File: src/rtl/oled_frame_sequencer_pkg.sv
// Shared constants for the OLED frame sequencer: command mode codes and the
// state encodings of the top-level sequencer and the START/READY handshake.
package oled_frame_sequencer_pkg;

  localparam logic [1:0] OLED_MODE_TURNON = 2'b00;
  localparam logic [1:0] OLED_MODE_COLOR  = 2'b01;

  localparam logic [3:0] SEQ_PWR_ISSUE = 4'd0;
  localparam logic [3:0] SEQ_PWR_ACK   = 4'd1;
  localparam logic [3:0] SEQ_PWR_DONE  = 4'd2;
  localparam logic [3:0] SEQ_IDLE      = 4'd3;
  localparam logic [3:0] SEQ_FETCH     = 4'd4;
  localparam logic [3:0] SEQ_PX_ISSUE  = 4'd5;
  localparam logic [3:0] SEQ_PX_ACK    = 4'd6;
  localparam logic [3:0] SEQ_PX_DONE   = 4'd7;
  localparam logic [3:0] SEQ_ADV       = 4'd8;

  localparam logic [1:0] HS_IDLE = 2'd0;
  localparam logic [1:0] HS_ACK  = 2'd1;
  localparam logic [1:0] HS_DONE = 2'd2;

endpackage

File: src/rtl/oled_frame_sequencer_handshake.sv
// START/READY handshake toward OLED_interface: READY synchronizer plus ISSUE/ACK/DONE
// sub-FSM. Optional wait timeout when OLED_SEQ_TIMEOUT_EN is defined.
module oled_start_handshake
  import oled_frame_sequencer_pkg::*;
#(
  parameter int N_COLOR_BITS  = 8,
  parameter int TIMEOUT_TICKS = 2000000
) (
  input  logic                    clk_i,
  input  logic                    rst_i,
  input  logic                    req_i,
  input  logic [1:0]              mode_i,
  input  logic [N_COLOR_BITS-1:0] color_i,
  input  logic                    ready_i,
  output logic                    start_o,
  output logic [1:0]              mode_o,
  output logic [N_COLOR_BITS-1:0] color_o,
  output logic                    ack_o,
  output logic                    done_o,
  output logic                    timeout_o
);

  logic [1:0]              hs_q, hs_d;
  logic                    start_q, start_d;
  logic [1:0]              rdy_sync_q;
  logic [1:0]              mode_q;
  logic [N_COLOR_BITS-1:0] color_q;
  logic                    rdy_s;
  logic                    tmo_hit;

  if (TIMEOUT_TICKS < 2) begin : g_bad_timeout
    $error("TIMEOUT_TICKS must be at least 2");
  end

  assign rdy_s = rdy_sync_q[1];

`ifdef OLED_SEQ_TIMEOUT_EN
  localparam int CNT_W = $clog2(TIMEOUT_TICKS);
  logic [CNT_W-1:0] cnt_q;

  always_ff @(posedge clk_i) begin
    if (rst_i) begin
      cnt_q <= '0;
    end else if (hs_q == HS_IDLE || hs_d != hs_q) begin
      cnt_q <= '0;
    end else begin
      cnt_q <= cnt_q + 1'b1;
    end
  end

  assign tmo_hit = (cnt_q == CNT_W'(TIMEOUT_TICKS - 1));
`else
  assign tmo_hit = 1'b0;
`endif

  // NOTE: every combinational output gets a default first so no path infers a latch.
  always_comb begin
    hs_d      = hs_q;
    start_d   = start_q;
    ack_o     = 1'b0;
    done_o    = 1'b0;
    timeout_o = 1'b0;
    case (hs_q)
      HS_IDLE: begin
        if (req_i) begin
          hs_d    = HS_ACK;
          start_d = 1'b1;
        end
      end
      HS_ACK: begin
        if (!rdy_s) begin
          hs_d    = HS_DONE;
          start_d = 1'b0;
          ack_o   = 1'b1;
        end else if (tmo_hit) begin
          hs_d      = HS_IDLE;
          start_d   = 1'b0;
          timeout_o = 1'b1;
        end
      end
      HS_DONE: begin
        if (rdy_s) begin
          hs_d   = HS_IDLE;
          done_o = 1'b1;
        end else if (tmo_hit) begin
          hs_d      = HS_IDLE;
          timeout_o = 1'b1;
        end
      end
      default: begin
        hs_d    = HS_IDLE;
        start_d = 1'b0;
      end
    endcase
  end

  // NOTE: sequential state uses non-blocking assignments only, so all flops update together.
  always_ff @(posedge clk_i) begin
    if (rst_i) begin
      hs_q       <= HS_IDLE;
      start_q    <= 1'b0;
      // Synchronizer resets to "ready" so a stale 0 can never fake an acknowledge.
      rdy_sync_q <= 2'b11;
      mode_q     <= '0;
      color_q    <= '0;
    end else begin
      hs_q       <= hs_d;
      start_q    <= start_d;
      rdy_sync_q <= {rdy_sync_q[0], ready_i};
      if (hs_q == HS_IDLE && req_i) begin
        mode_q  <= mode_i;
        color_q <= color_i;
      end
    end
  end

  assign start_o = start_q;
  assign mode_o  = mode_q;
  assign color_o = color_q;

endmodule

File: src/rtl/oled_frame_sequencer.sv
// Command source for OLED_interface: one turnon command after reset, then one color command per
// bitmap pixel per frame request. Build option OLED_SEQ_TIMEOUT_EN enables handshake timeouts.
module oled_frame_sequencer
  import oled_frame_sequencer_pkg::*;
#(
  parameter int NUM_COL       = 96,
  parameter int NUM_ROW       = 64,
  parameter int N_COLOR_BITS  = 8,
  parameter int ADDR_W        = 13,
  parameter int TIMEOUT_TICKS = 2000000
) (
  input  logic                    i_CLK,
  input  logic                    i_RST,
  input  logic                    i_FRAME_REQ,
  input  logic [N_COLOR_BITS-1:0] i_TEXT_COLOR,
  input  logic [N_COLOR_BITS-1:0] i_BG_COLOR,
  output logic [ADDR_W-1:0]       o_PIX_ADDR,
  input  logic                    i_PIX_DATA,
  input  logic                    i_OLED_READY,
  output logic                    o_OLED_START,
  output logic [1:0]              o_OLED_MODE,
  output logic [N_COLOR_BITS-1:0] o_OLED_COLOR,
  output logic                    o_POWERED,
  output logic                    o_BUSY,
  output logic                    o_FRAME_DONE,
  output logic                    o_ERROR
);

  localparam logic [ADDR_W-1:0] LAST_ADDR = ADDR_W'(NUM_COL * NUM_ROW - 1);

  if (ADDR_W < $clog2(NUM_COL * NUM_ROW)) begin : g_bad_addr_w
    $error("ADDR_W too narrow for NUM_COL*NUM_ROW");
  end

  logic [3:0]              state_q, state_d;
  logic [ADDR_W-1:0]       addr_q, addr_d;
  logic [N_COLOR_BITS-1:0] text_q, text_d, bg_q, bg_d;
  logic                    pending_q, pending_d;
  logic                    powered_q, powered_d;
  logic                    busy_q, busy_d;
  logic                    done_q, done_d;
  logic                    error_q, error_d;

  logic                    hs_req, hs_ack, hs_done, hs_timeout;
  logic [1:0]              hs_mode;
  logic [N_COLOR_BITS-1:0] hs_color;

  // Pixel data lags the address by one cycle, so it is consumed in PX_ISSUE, not FETCH.
  assign hs_req   = (state_q == SEQ_PWR_ISSUE) || (state_q == SEQ_PX_ISSUE);
  assign hs_mode  = (state_q == SEQ_PX_ISSUE) ? OLED_MODE_COLOR : OLED_MODE_TURNON;
  assign hs_color = (state_q != SEQ_PX_ISSUE) ? '0 : (i_PIX_DATA ? text_q : bg_q);

  oled_start_handshake #(
    .N_COLOR_BITS (N_COLOR_BITS),
    .TIMEOUT_TICKS(TIMEOUT_TICKS)
  ) u_handshake (
    .clk_i    (i_CLK),
    .rst_i    (i_RST),
    .req_i    (hs_req),
    .mode_i   (hs_mode),
    .color_i  (hs_color),
    .ready_i  (i_OLED_READY),
    .start_o  (o_OLED_START),
    .mode_o   (o_OLED_MODE),
    .color_o  (o_OLED_COLOR),
    .ack_o    (hs_ack),
    .done_o   (hs_done),
    .timeout_o(hs_timeout)
  );

  always_comb begin
    state_d   = state_q;
    addr_d    = addr_q;
    text_d    = text_q;
    bg_d      = bg_q;
    pending_d = pending_q | i_FRAME_REQ;
    powered_d = powered_q;
    busy_d    = busy_q;
    done_d    = 1'b0;
    error_d   = error_q;
    case (state_q)
      SEQ_PWR_ISSUE: state_d = SEQ_PWR_ACK;
      SEQ_PWR_ACK:   if (hs_ack) state_d = SEQ_PWR_DONE;
      SEQ_PWR_DONE: begin
        if (hs_done) begin
          powered_d = 1'b1;
          state_d   = SEQ_IDLE;
        end
      end
      SEQ_IDLE: begin
        if (powered_q && (pending_q || i_FRAME_REQ)) begin
          text_d    = i_TEXT_COLOR;
          bg_d      = i_BG_COLOR;
          pending_d = 1'b0;
          busy_d    = 1'b1;
          addr_d    = '0;
          state_d   = SEQ_FETCH;
        end
      end
      SEQ_FETCH:    state_d = SEQ_PX_ISSUE;
      SEQ_PX_ISSUE: state_d = SEQ_PX_ACK;
      SEQ_PX_ACK:   if (hs_ack) state_d = SEQ_PX_DONE;
      SEQ_PX_DONE:  if (hs_done) state_d = SEQ_ADV;
      SEQ_ADV: begin
        if (addr_q == LAST_ADDR) begin
          addr_d  = '0;
          busy_d  = 1'b0;
          done_d  = 1'b1;
          state_d = SEQ_IDLE;
        end else begin
          addr_d  = addr_q + 1'b1;
          state_d = SEQ_FETCH;
        end
      end
      default: state_d = SEQ_PWR_ISSUE;
    endcase
    // A timeout abandons power-up or the frame; o_POWERED stays as it was.
    if (hs_timeout) begin
      state_d   = SEQ_IDLE;
      busy_d    = 1'b0;
      pending_d = 1'b0;
      error_d   = 1'b1;
    end
  end

  always_ff @(posedge i_CLK) begin
    if (i_RST) begin
      state_q   <= SEQ_PWR_ISSUE;
      addr_q    <= '0;
      text_q    <= '0;
      bg_q      <= '0;
      pending_q <= 1'b0;
      powered_q <= 1'b0;
      busy_q    <= 1'b0;
      done_q    <= 1'b0;
      error_q   <= 1'b0;
    end else begin
      state_q   <= state_d;
      addr_q    <= addr_d;
      text_q    <= text_d;
      bg_q      <= bg_d;
      pending_q <= pending_d;
      powered_q <= powered_d;
      busy_q    <= busy_d;
      done_q    <= done_d;
      error_q   <= error_d;
    end
  end

  assign o_PIX_ADDR   = addr_q;
  assign o_POWERED    = powered_q;
  assign o_BUSY       = busy_q;
  assign o_FRAME_DONE = done_q;
`ifdef OLED_SEQ_TIMEOUT_EN
  assign o_ERROR      = error_q;
`else
  assign o_ERROR      = 1'b0;
`endif

endmodule

File: config.mk
export PLATFORM = sky130hd
export DESIGN_NAME = oled_frame_sequencer
export DESIGN_NICKNAME = d
export VERILOG_FILES = /design/src/rtl/oled_frame_sequencer_pkg.sv /design/src/rtl/oled_frame_sequencer_handshake.sv /design/src/rtl/oled_frame_sequencer.sv
export SDC_FILE = /design/constraint.sdc
export NUM_CORES = 1
export LEC_CHECK = 0
export BUFFER_PORTS_ARGS = -buffer_cell sky130_fd_sc_hd__clkbuf_2
export CAP_MARGIN = 20
export CORE_MARGIN = 2
export CORE_UTILIZATION = 50
export DETAILED_ROUTE_END_ITERATION = 7
export PLACE_DENSITY = 0.73
export SLEW_MARGIN = 20
export SYNTH_ARGS = -nofsm -noshare
export SYNTH_HDL_FRONTEND = slang
export SYNTH_HIERARCHICAL = 1
export SYNTH_SLANG_ARGS = --single-unit
File: constraint.sdc
create_clock -name i_CLK -period 1.6 [get_ports i_CLK]
set_input_delay 0.32 -clock i_CLK [delete_from_list [all_inputs] [get_ports i_CLK]]
set_output_delay 0.32 -clock i_CLK [all_outputs]
set_load 0.01 [all_outputs]
# Word level (Yosys, flattened, before mapping)
# Index checks and enable logic that the tools add are counted.
# totals
word_cells	83
out_inout_bits	28
inputBits	21
ff_bits	52
# classes
bitwise	3
reduce_logical	15
mux	30
eq_ne	21
addsub	1
# ops
op	count
$pmux 4 s9	1
$mux 13	2
$pmux 13 s2	1
$mux 4	5
$eq 4x3->1 const B	4
$mux 8	2
$ne 2x2->1 const B	7
$add 13x1->13 const B	1
$eq 13x13->1 const B	1
$mux 1	12
$reduce_and 3->1	3
$eq 4x2->1 const B	2
$mux 2	3
$pmux 2 s3	1
$reduce_and 2->1	3
$reduce_and 5->1	1
$eq 4x1->1 const B	1
$eq 4x4->1 const B	1
$logic_not 4->1	1
$ne 2x1->1 const B	2
$ne 4x3->1 const B	1
$mux 3	1
$pmux 1 s3	1
$eq 2x1->1 const B	1
other kinds (9)	12

# Longest topological paths before layout
# Gate-level depths: netlist (run 1).
# logic_depth
ltp_word	4
depth_mapped	7
ltp_nobuf	6

# By module
# The synthesis (run 1) kept the hierarchy.
# modules_own_cells
module	cells_each	n_inst	area_per_inst_um2
oled_frame_sequencer	242	1	1998.2
oled_start_handshake	66	1	580.6

# Worst setup path after synthesis (run 1)
# No wires, ideal clock.
# synth_timing
kind	register -> register
from	register addr_q[0], in the netlist o_PIX_ADDR[0]
to	register addr_q[6], in the netlist o_PIX_ADDR[6]
setup_ps	121
arrival_time_ps	1642
n_path_buf	0
setup_slack_ps	-163
path_stages_with_launch	6
synth_period_minus_slack_ps	1763
required_time_ps	1479
cell_sequence	dfxtp_1 ha_1 nand3_2 nor4_4 nor2_1 a2bb2o_1
# synth_via
elab_chain_len	3
# synth_lines
element	line_no	rtl
start: declaration	oled_frame_sequencer.sv:36	logic [ADDR_W-1:0] addr_q, addr_d;
start signal: assignment	oled_frame_sequencer.sv:139	addr_q <= addr_d;
$add 13x1->13 / $eq 13x13->1 (equally long branches)	oled_frame_sequencer.sv:111, oled_frame_sequencer.sv:105	
$mux 13 (*)	oled_frame_sequencer.sv:105	if (addr_q == LAST_ADDR) begin
$pmux 13 s2 (*)	oled_frame_sequencer.sv:81	case (state_q)
# Mark *: on every way between the ends. The rest lies on a longest branch, timed or not.
# A chain may end at the register's enable or synchronous reset.

# Worst setup path in the final report (run 1)
# layout_timing
from	register addr_q[0], in the netlist o_PIX_ADDR[0]
to	register addr_q[12], in the netlist o_PIX_ADDR[12]
# The elaborated chain is that of the path after synthesis.

==> impl_results.md, run 1 <==
- Status: finished, violations left
- Violated checks: negative setup slack
- Post-synth top flop: dfxtp_1
- Post-synth EDFFs: 0
- Cell chain of the critical path: ha_4, nand3_4, nor4_1, mux2_4, a21oi_2
- Placement Cell Area: 3100 um^2
- Synth Register Bits: 52
- Overall routing resource usage: between 20 and 25%
- TritonCTS clock tree: yes
- Share of cells above drive strength 1: 36.5%
- Final wirelength: 6.54 mm
- Synth area leaders: dfxtp_1, nand2_1, a21oi_1
- Design area: 3400 um^2
- Switching part of the total: 29.7%
- CP max stage delay: 0.45 ns
- H-Tree Depth: 2
- Max-Cap Viols: 0
- Vias in the first global route: 2100
- Core Area: 5040 um^2
- Crit-path max FO: 4
- Nets: 413
- Overall Power: 0.00288 W
- Via density: 5.36
- Setup Skew: 0.0110 ns
- Reg2reg end: o_PIX_ADDR[12]$_SDFFE_PP0P_
- Hold Fails Final Rpt: 0
- CP Data Required Time: 1.86 ns
- Average size of a mapped cell: 8.37 um^2
- Reg clk slew, reported paths: 0.10 ns
- Final setup vio count: 2
- Die area: 5750 um^2
- Register area share after synthesis: around two fifths
- Buffers on Ports: 47
- Diode count: 0
- Slack of the critical path: -0.0223 ns
- Maximum number of pins on one net before global-route repair: 31
- Via Count: 2478
- CTS root buf: clkbuf_8
- R2r setup slk: -0.02 ns
- Post-route insts no fill: 462
- RSZ-0062 raised after global routing: true
- Drt first-iter violations: 72
- Placed Cells: 446
- Num CTS Buffers: 5
- Mean routed wirelength per cell: approximately 14 um
- Worst slack, placed: -0.0470 ns
- Post-synthesis instance total: 308
- Leakage power: 1.36 nW
- Post-DP HPWL: 4.37 mm
- Pins Over Slew Limit: 0
- Psw: 0.000855 W
- Initial core utilization: approximately 51%
- Layout area overhead: 31.9%
- Cts hold-fix bufs: 0
- CP max stage cell: nor4_1
- Post-route clock period utilization: 101%
- Fin crit period: approximately 1.6 ns
- Clock power frac: 28.0%
- First-pass DRT Iterations: 4
- Post-synth top area share: 40.4%
- First-pass GRT wire length: 9.68 mm
- Die height: 75.8 um
- Site row count: 26
- Hold path cells: 2
- CTS sink cnt: 52
- Crit path DAT: about 1.9 ns
- F_max: 616 MHz
- Async SR Flop Fraction: 0%
- Hold Crit Class: in2reg
- Setup Crit Path Kind: reg2reg
- Slew headroom: 66.8%
- Maximum vdd drop: 513 uV
- Chip width: 75.8 um
- Synth warn: 6
- Synth area leader: dfxtp_1
- Overflow after GRT: 0
- RR Startpoint: o_PIX_ADDR[0]$_SDFFE_PP0P_
- Reg2Reg Depth: 5
- Final Wtd Congestion: 0.878
- Worst Hold End: u_handshake/rdy_sync_q[0]$_SDFF_PP1_
- Worst setup EP type: register
- Cell Area, Synth: 2580 um^2
- Pint: ~0.002 W
- Top Ports: 49
- Worst Tran Pin Value: 0.494 ns
- Clk_lat worst skew: 0.32 ns
- Comb power frac: 23.3%
- # DRC: 0
- Pwr dens: 846 nW/um^2
- Clock buffer depth: 2
- Synth cell types: 65
- Sequential share of power: between 40% and 50%
- Antenna violations before repair: 0
- Fin Hold WS: around 0.2 ns
- Critical Path Source Type: register
- HP Start: i_OLED_READY
- Antenna Violating Nets Remaining: 0
[power groups by stage]
stage | Clock [W] | Combinational (W) | Sequential (W)
final | 0.000805 | 0.000670 | 0.00140
after global routing | 0.000867 | 0.000725 | 0.00141
after CTS | 0.000818 | 0.000604 | 0.00140
after detailed placement | 0 | 0.000599 | 0.00143
after global placement | 0 | 0.000595 | 0.00142
after floorplan | 0 | 0.000455 | 0.00140
[layout make-up]
type | count | area, um^2
fillers | 391 | 1640
clock buffers | 7 | 86.3
flip-flops and latches | 52 | 1060
repair buffers | 94 | 626
multi-input cells | 229 | 1500
inverters | 9 | 33.8
clock inverters | 1 | 7.51
well taps | 70 | 87.6
[state kept, by name, summed over array words and instances (netlist names)]
signal and flops:
o_FRAME_DONE 1, o_POWERED 1, u_handshake/rdy_sync_q 2, u_handshake/color_o 8, u_handshake/start_o 1, u_handshake/hs_q 2, text_q 8, o_PIX_ADDR 13
bg_q 8, state_q 4, pending_q 1, u_handshake/mode_o 2, o_BUSY 1
[worst max-delay path: cells and delay by family (launching register included)]
kind	cells	cell delay, ns
and+or+nand+nor	2	0.55
DFF	1	0.38
muxes	1	0.35
adders and majority gates	1	0.16
AOI/OAI and AO/OA	1	0.12
[metal layers]
layer / vias to the layer above / wire length, um / track usage (%) / share of wire [%]
li1: 1247 / - / - / -
met1: 1165 / 3010 / 30.3 / 46
met2: 57 / 3170 / 34.5 / 48
met3: 9 / 273 / 5.56 / 4.2
met4: 0 / 87 / 5.46 / 1.3
met5: - / 0 / 0 / 0
[worst max path at each step]
| stage | start | to | depth (start not counted) |
|---|---|---|---|
| finish | o_PIX_ADDR[0]$_SDFFE_PP0P_ | o_PIX_ADDR[12]$_SDFFE_PP0P_ | 5 |
| global route | o_PIX_ADDR[0]$_SDFFE_PP0P_ | o_PIX_ADDR[12]$_SDFFE_PP0P_ | 5 |
| CTS | state_q[0]$_SDFFE_PP0P_ | o_PIX_ADDR[6]$_SDFFE_PP0P_ | 6 |
| detailed placement | state_q[2]$_SDFFE_PP0P_ | o_PIX_ADDR[11]$_SDFFE_PP0P_ | 5 |
| global placement | state_q[2]$_SDFFE_PP0P_ | o_PIX_ADDR[2]$_SDFFE_PP0P_ | 5 |
| floorplan | state_q[2]$_SDFFE_PP0P_ | u_handshake/color_o[0]$_SDFFE_PP0P_ | 7 |
[cells by family after synthesis]
| family | after synthesis | synth area share (%) |
|---|---|---|
| AND/OR/NAND/NOR | 131 | 27.1 |
| AO/OA/AOI/OAI | 77 | 19.5 |
| flip-flops | 52 | 40.4 |
| buffers and inverters | 28 | 5.92 |
| multiplexers | 11 | 4.32 |
| XOR/XNOR | 6 | 2.04 |
| other | 2 | 0.291 |
| adder cells (fa/ha/maj) | 1 | 0.485 |
[repair_timing]
| item | CTS | global route |
|---|---|---|
| setup endpoints to repair | 14 | 29 |
| buffers inserted | 1 | 8 |
| gates resized for setup | 4 | 32 |
| pin swaps | 1 | 8 |
[through the flow]
step / util, % / TNS [ns]
final: 67.4 / -0.0376
after global placement: 61.5 / 0
after detailed placement: 61.5 / -0.0984
after floorplan: - / 0
after CTS: 63.7 / 0
after global routing: 67.4 / -0.266
[cells in the mapped netlist (3+ instances only)]
library cell and n:
a211oi_1 3, a21oi_1 38, a22o_1 3, and3_1 4, buf_2 5, buf_4 3
buf_6 4, clkbuf_1 6, dfxtp_1 52, inv_1 9, mux2i_1 10, nand2_1 62
nand3_1 3, nand3b_1 4, nor2_1 18, nor3_1 9, nor3b_1 4, o21a_1 5
o21ai_0 4, o31ai_1 3, xnor2_1 5
[placed cells by master, fill, tap and decap left out, drive strengths merged, types with 4 or more instances in the layout]
cell type / Yosys / layout
nand3b: 4 / 4
and3: 4 / 4
o21a: 5 / 5
nand2: 63 / 63
dfxtp: 52 / 52
buf: 13 / 46
nor3b: 5 / 5
xnor2: 5 / 5
clkbuf: 6 / 55
nor2: 19 / 19
inv: 9 / 9
nand3: 4 / 4
o21ai: 5 / 5
nor3: 9 / 9
a21oi: 38 / 38
mux2i: 10 / 10
No activity file was read; power rests on OpenSTA's default activity.
==> inputs of run 2 (changes only) <==
==> constraint.sdc (replaced) <==
create_clock -name i_CLK -period 1.6 [get_ports i_CLK]
set_input_delay 0.24 -clock i_CLK [delete_from_list [all_inputs] [get_ports i_CLK]]
set_output_delay 0.24 -clock i_CLK [all_outputs]
set_load 0.01 [all_outputs]
==> impl_results.md, run 2 (synthesis results as in run 1) <==
- CTS root buf: clkbuf_8
- Placed Cells: 447 (+0.22%)
- Diode count: 0 (unchanged)
- H-Tree Depth: 2 (unchanged)
- Leakage power: 1.33 nW (-2.1%)
- Hold Fails Final Rpt: 0 (unchanged)
- Status: complete, no violations
- Hold path cells: 2 (unchanged)
- Max FFs per register: 13 (unchanged)
- Design area: 3320 um^2 (-2.5%)
- CTS sink cnt: 52 (unchanged)
- Drt first-iter violations: 84 (+17%)
- Slack of the critical path: 0.00847 ns (+0.0308 ns)
- Mean routed wirelength per cell: 13.8 um (-2.4%)
- First-pass DRT Iterations: 4 (unchanged)
- Pins Over Slew Limit: 0 (unchanged)
- Post-route setup TNS: 0 ns (+0.0376 ns)
- Overall routing resource usage: 22.4% (+0.43 points)
- Final setup vio count: 0 (-2)
- TritonCTS clock tree: yes
- Worst setup EP type: register
- Via Count: 2461 (-0.69%)
- Reg clk slew, reported paths: 0.11 ns (about the same)
- Reg2Reg Depth: 3 (-2)
- Die area: 5750 um^2 (unchanged)
- Pwr dens: 860 nW/um^2 (+1.7%)
- Top sig layer: met4
- RR Startpoint: state_q[0]$_SDFFE_PP0P_
- Final Wtd Congestion: 0.846 (-3.6%)
- Maximum vdd drop: 425 uV (-17%)
- Commonest cells after routing, fill and taps aside: nand2_1, clkbuf_2, dfxtp_1
- Post-DP HPWL: 4.55 mm (+4.2%)
- # DRC: 0 (unchanged)
- Antenna Violating Nets Remaining: 0 (unchanged)
- First-pass GRT wire length: 9.87 mm (+1.9%)
- HP Start: i_OLED_READY
- Crit path DAT: 1.84 ns (-0.04 ns)
- Worst slack, placed: -0.0305 ns (+0.0165 ns)
- Setup Skew: 0.0118 ns (+0.000765 ns)
- Placement Cell Area: 3110 um^2 (+0.24%)
- Metal3 WL: 271 um (-0.73%)
- Hold Crit Class: in2reg
- Critical Path Source Type: register
- Num CTS Buffers: 5 (unchanged)
- Chip width: 75.8 um (unchanged)
- Fin crit period: 1.59 ns (-0.0308 ns)
- Cts hold-fix bufs: 0 (unchanged)
- Initial core utilization: 51.1% (unchanged)
- CP Data Required Time: 1.85 ns (about the same)
- Commonest non-fill, non-tap cell in the layout: nand2_1
- Top Ports: 49 (unchanged)
- Core Area: 5040 um^2 (unchanged)
- Setup Crit Path Kind: reg2reg
- Via density: 5.39 (+0.40%)
- RSZ-0062 raised after global routing: true
- Buffers on Ports: 47 (unchanged)
- Die height: 75.8 um (unchanged)
- Antenna violations before repair: 0 (unchanged)
- Metal-1 WL: 2.92 mm (-3.0%)
- Nets: 408 (-1.2%)
- Vias in the first global route: 2137 (+1.8%)
- Post-route insts no fill: 457 (-1.1%)
- F_max: 628 MHz (+1.9%)
- R2r setup slk: 0.008 ns (+0.03 ns)
- Met2 WL: 3.03 mm (-4.5%)
- Site row count: 26 (unchanged)
- Share of cells above drive strength 1: 35.4% (-1.1 points)
- Reg2reg end: o_PIX_ADDR[0]$_SDFFE_PP0P_
- Layout area overhead: 28.6%
- Fillers: 439 (+12%)
- Maximum number of pins on one net before global-route repair: 22 (-29%)
- Worst Hold End: u_handshake/rdy_sync_q[0]$_SDFF_PP1_
- Clk_lat worst skew: 0.31 ns (about the same)
- Max-Cap Viols: 0 (unchanged)
- Clock buffer depth: 2 (unchanged)
- Final wirelength: 6.31 mm (-3.5%)
- Fin Hold WS: 0.123 ns (-0.0789 ns)
- Post-route clock period utilization: 99.5% (-1.9 points)
- Crit-path max FO: 7 (+3)
- Overflow after GRT: 0 (unchanged)
-- run 2: cell types whose count changed in the layout (fill, tap and decap cells not counted), sizes merged --
| cell | previous run | this run |
|---|---|---|
| inv | 9 | 10 |
| clkbuf | 55 | 52 |
| buf | 46 | 42 |
| clkinv | 0 | 1 |
-- run 2: routing by layer --
| layer | GRT usage [%] | vias up |
|---|---|---|
| met5 | 0 | - |
| met4 | 9.16 | 0 |
| met3 | 5.16 | 11 |
| met2 | 35.2 | 69 |
| met1 | 29.7 | 1142 |
| li1 | - | 1239 |
-- run 2: cell type report --
cell class                 instances  area [um^2]  share of cell area [%]
tap                               70         87.6                    2.64
sequential                        52         1060                    31.9
multi-input combinational        229         1470                    44.4
clock inverter                     3         27.5                   0.830
inverter                           9         33.8                    1.02
timing repair buffer              89          568                    17.1
clock buffer                       5         68.8                    2.08
-- run 2: repair_timing --
| action | 4_1_cts | 5_1_grt |
|---|---|---|
| setup endpoints to repair | 21 | 26 |
| gates resized for setup | 7 | 21 |
| pin swaps | 1 | 7 |
| buffers inserted | 0 | 4 |
-- run 2: worst max-delay path by stage --
stage	startpoint	endpoint	slack (ns)	cells past startpoint
after detailed placement	state_q[0]$_SDFFE_PP0P_	state_q[3]$_SDFFE_PP0P_	-0.03	5
after CTS	state_q[0]$_SDFFE_PP0P_	o_PIX_ADDR[3]$_SDFFE_PP0P_	0.007	5
after global routing	state_q[0]$_SDFFE_PP0P_	o_PIX_ADDR[2]$_SDFFE_PP0P_	-0.09	5
final	state_q[0]$_SDFFE_PP0P_	o_PIX_ADDR[0]$_SDFFE_PP0P_	0.008	3
after global placement	state_q[0]$_SDFFE_PP0P_	state_q[3]$_SDFFE_PP0P_	-0.01	5
after floorplan	state_q[2]$_SDFFE_PP0P_	u_handshake/color_o[0]$_SDFFE_PP0P_	0.02	7
-- run 2: per-stage QoR --
stage                     total power (W)  util (%)
after global placement            0.00201      61.7
after global routing              0.00298      65.8
after CTS                         0.00283      63.8
final                             0.00285      65.8
after detailed placement          0.00202      61.7
after floorplan                   0.00186         -
-- run 2: report_power, final --
part	switching, W	internal (W)	total [W]
sequential	0.0000597	0.00134	0.00140
combinational	0.000330	0.000314	0.000643
clock	0.000485	0.000322	0.000807
total	0.000875	0.00198	0.00285
-- run 2: worst max-delay path, cell delays in order, from the launching register on --
cell     delay, ns
dfxtp_4       0.39
or4b_4        0.60
or3_4         0.42
a21oi_2       0.11
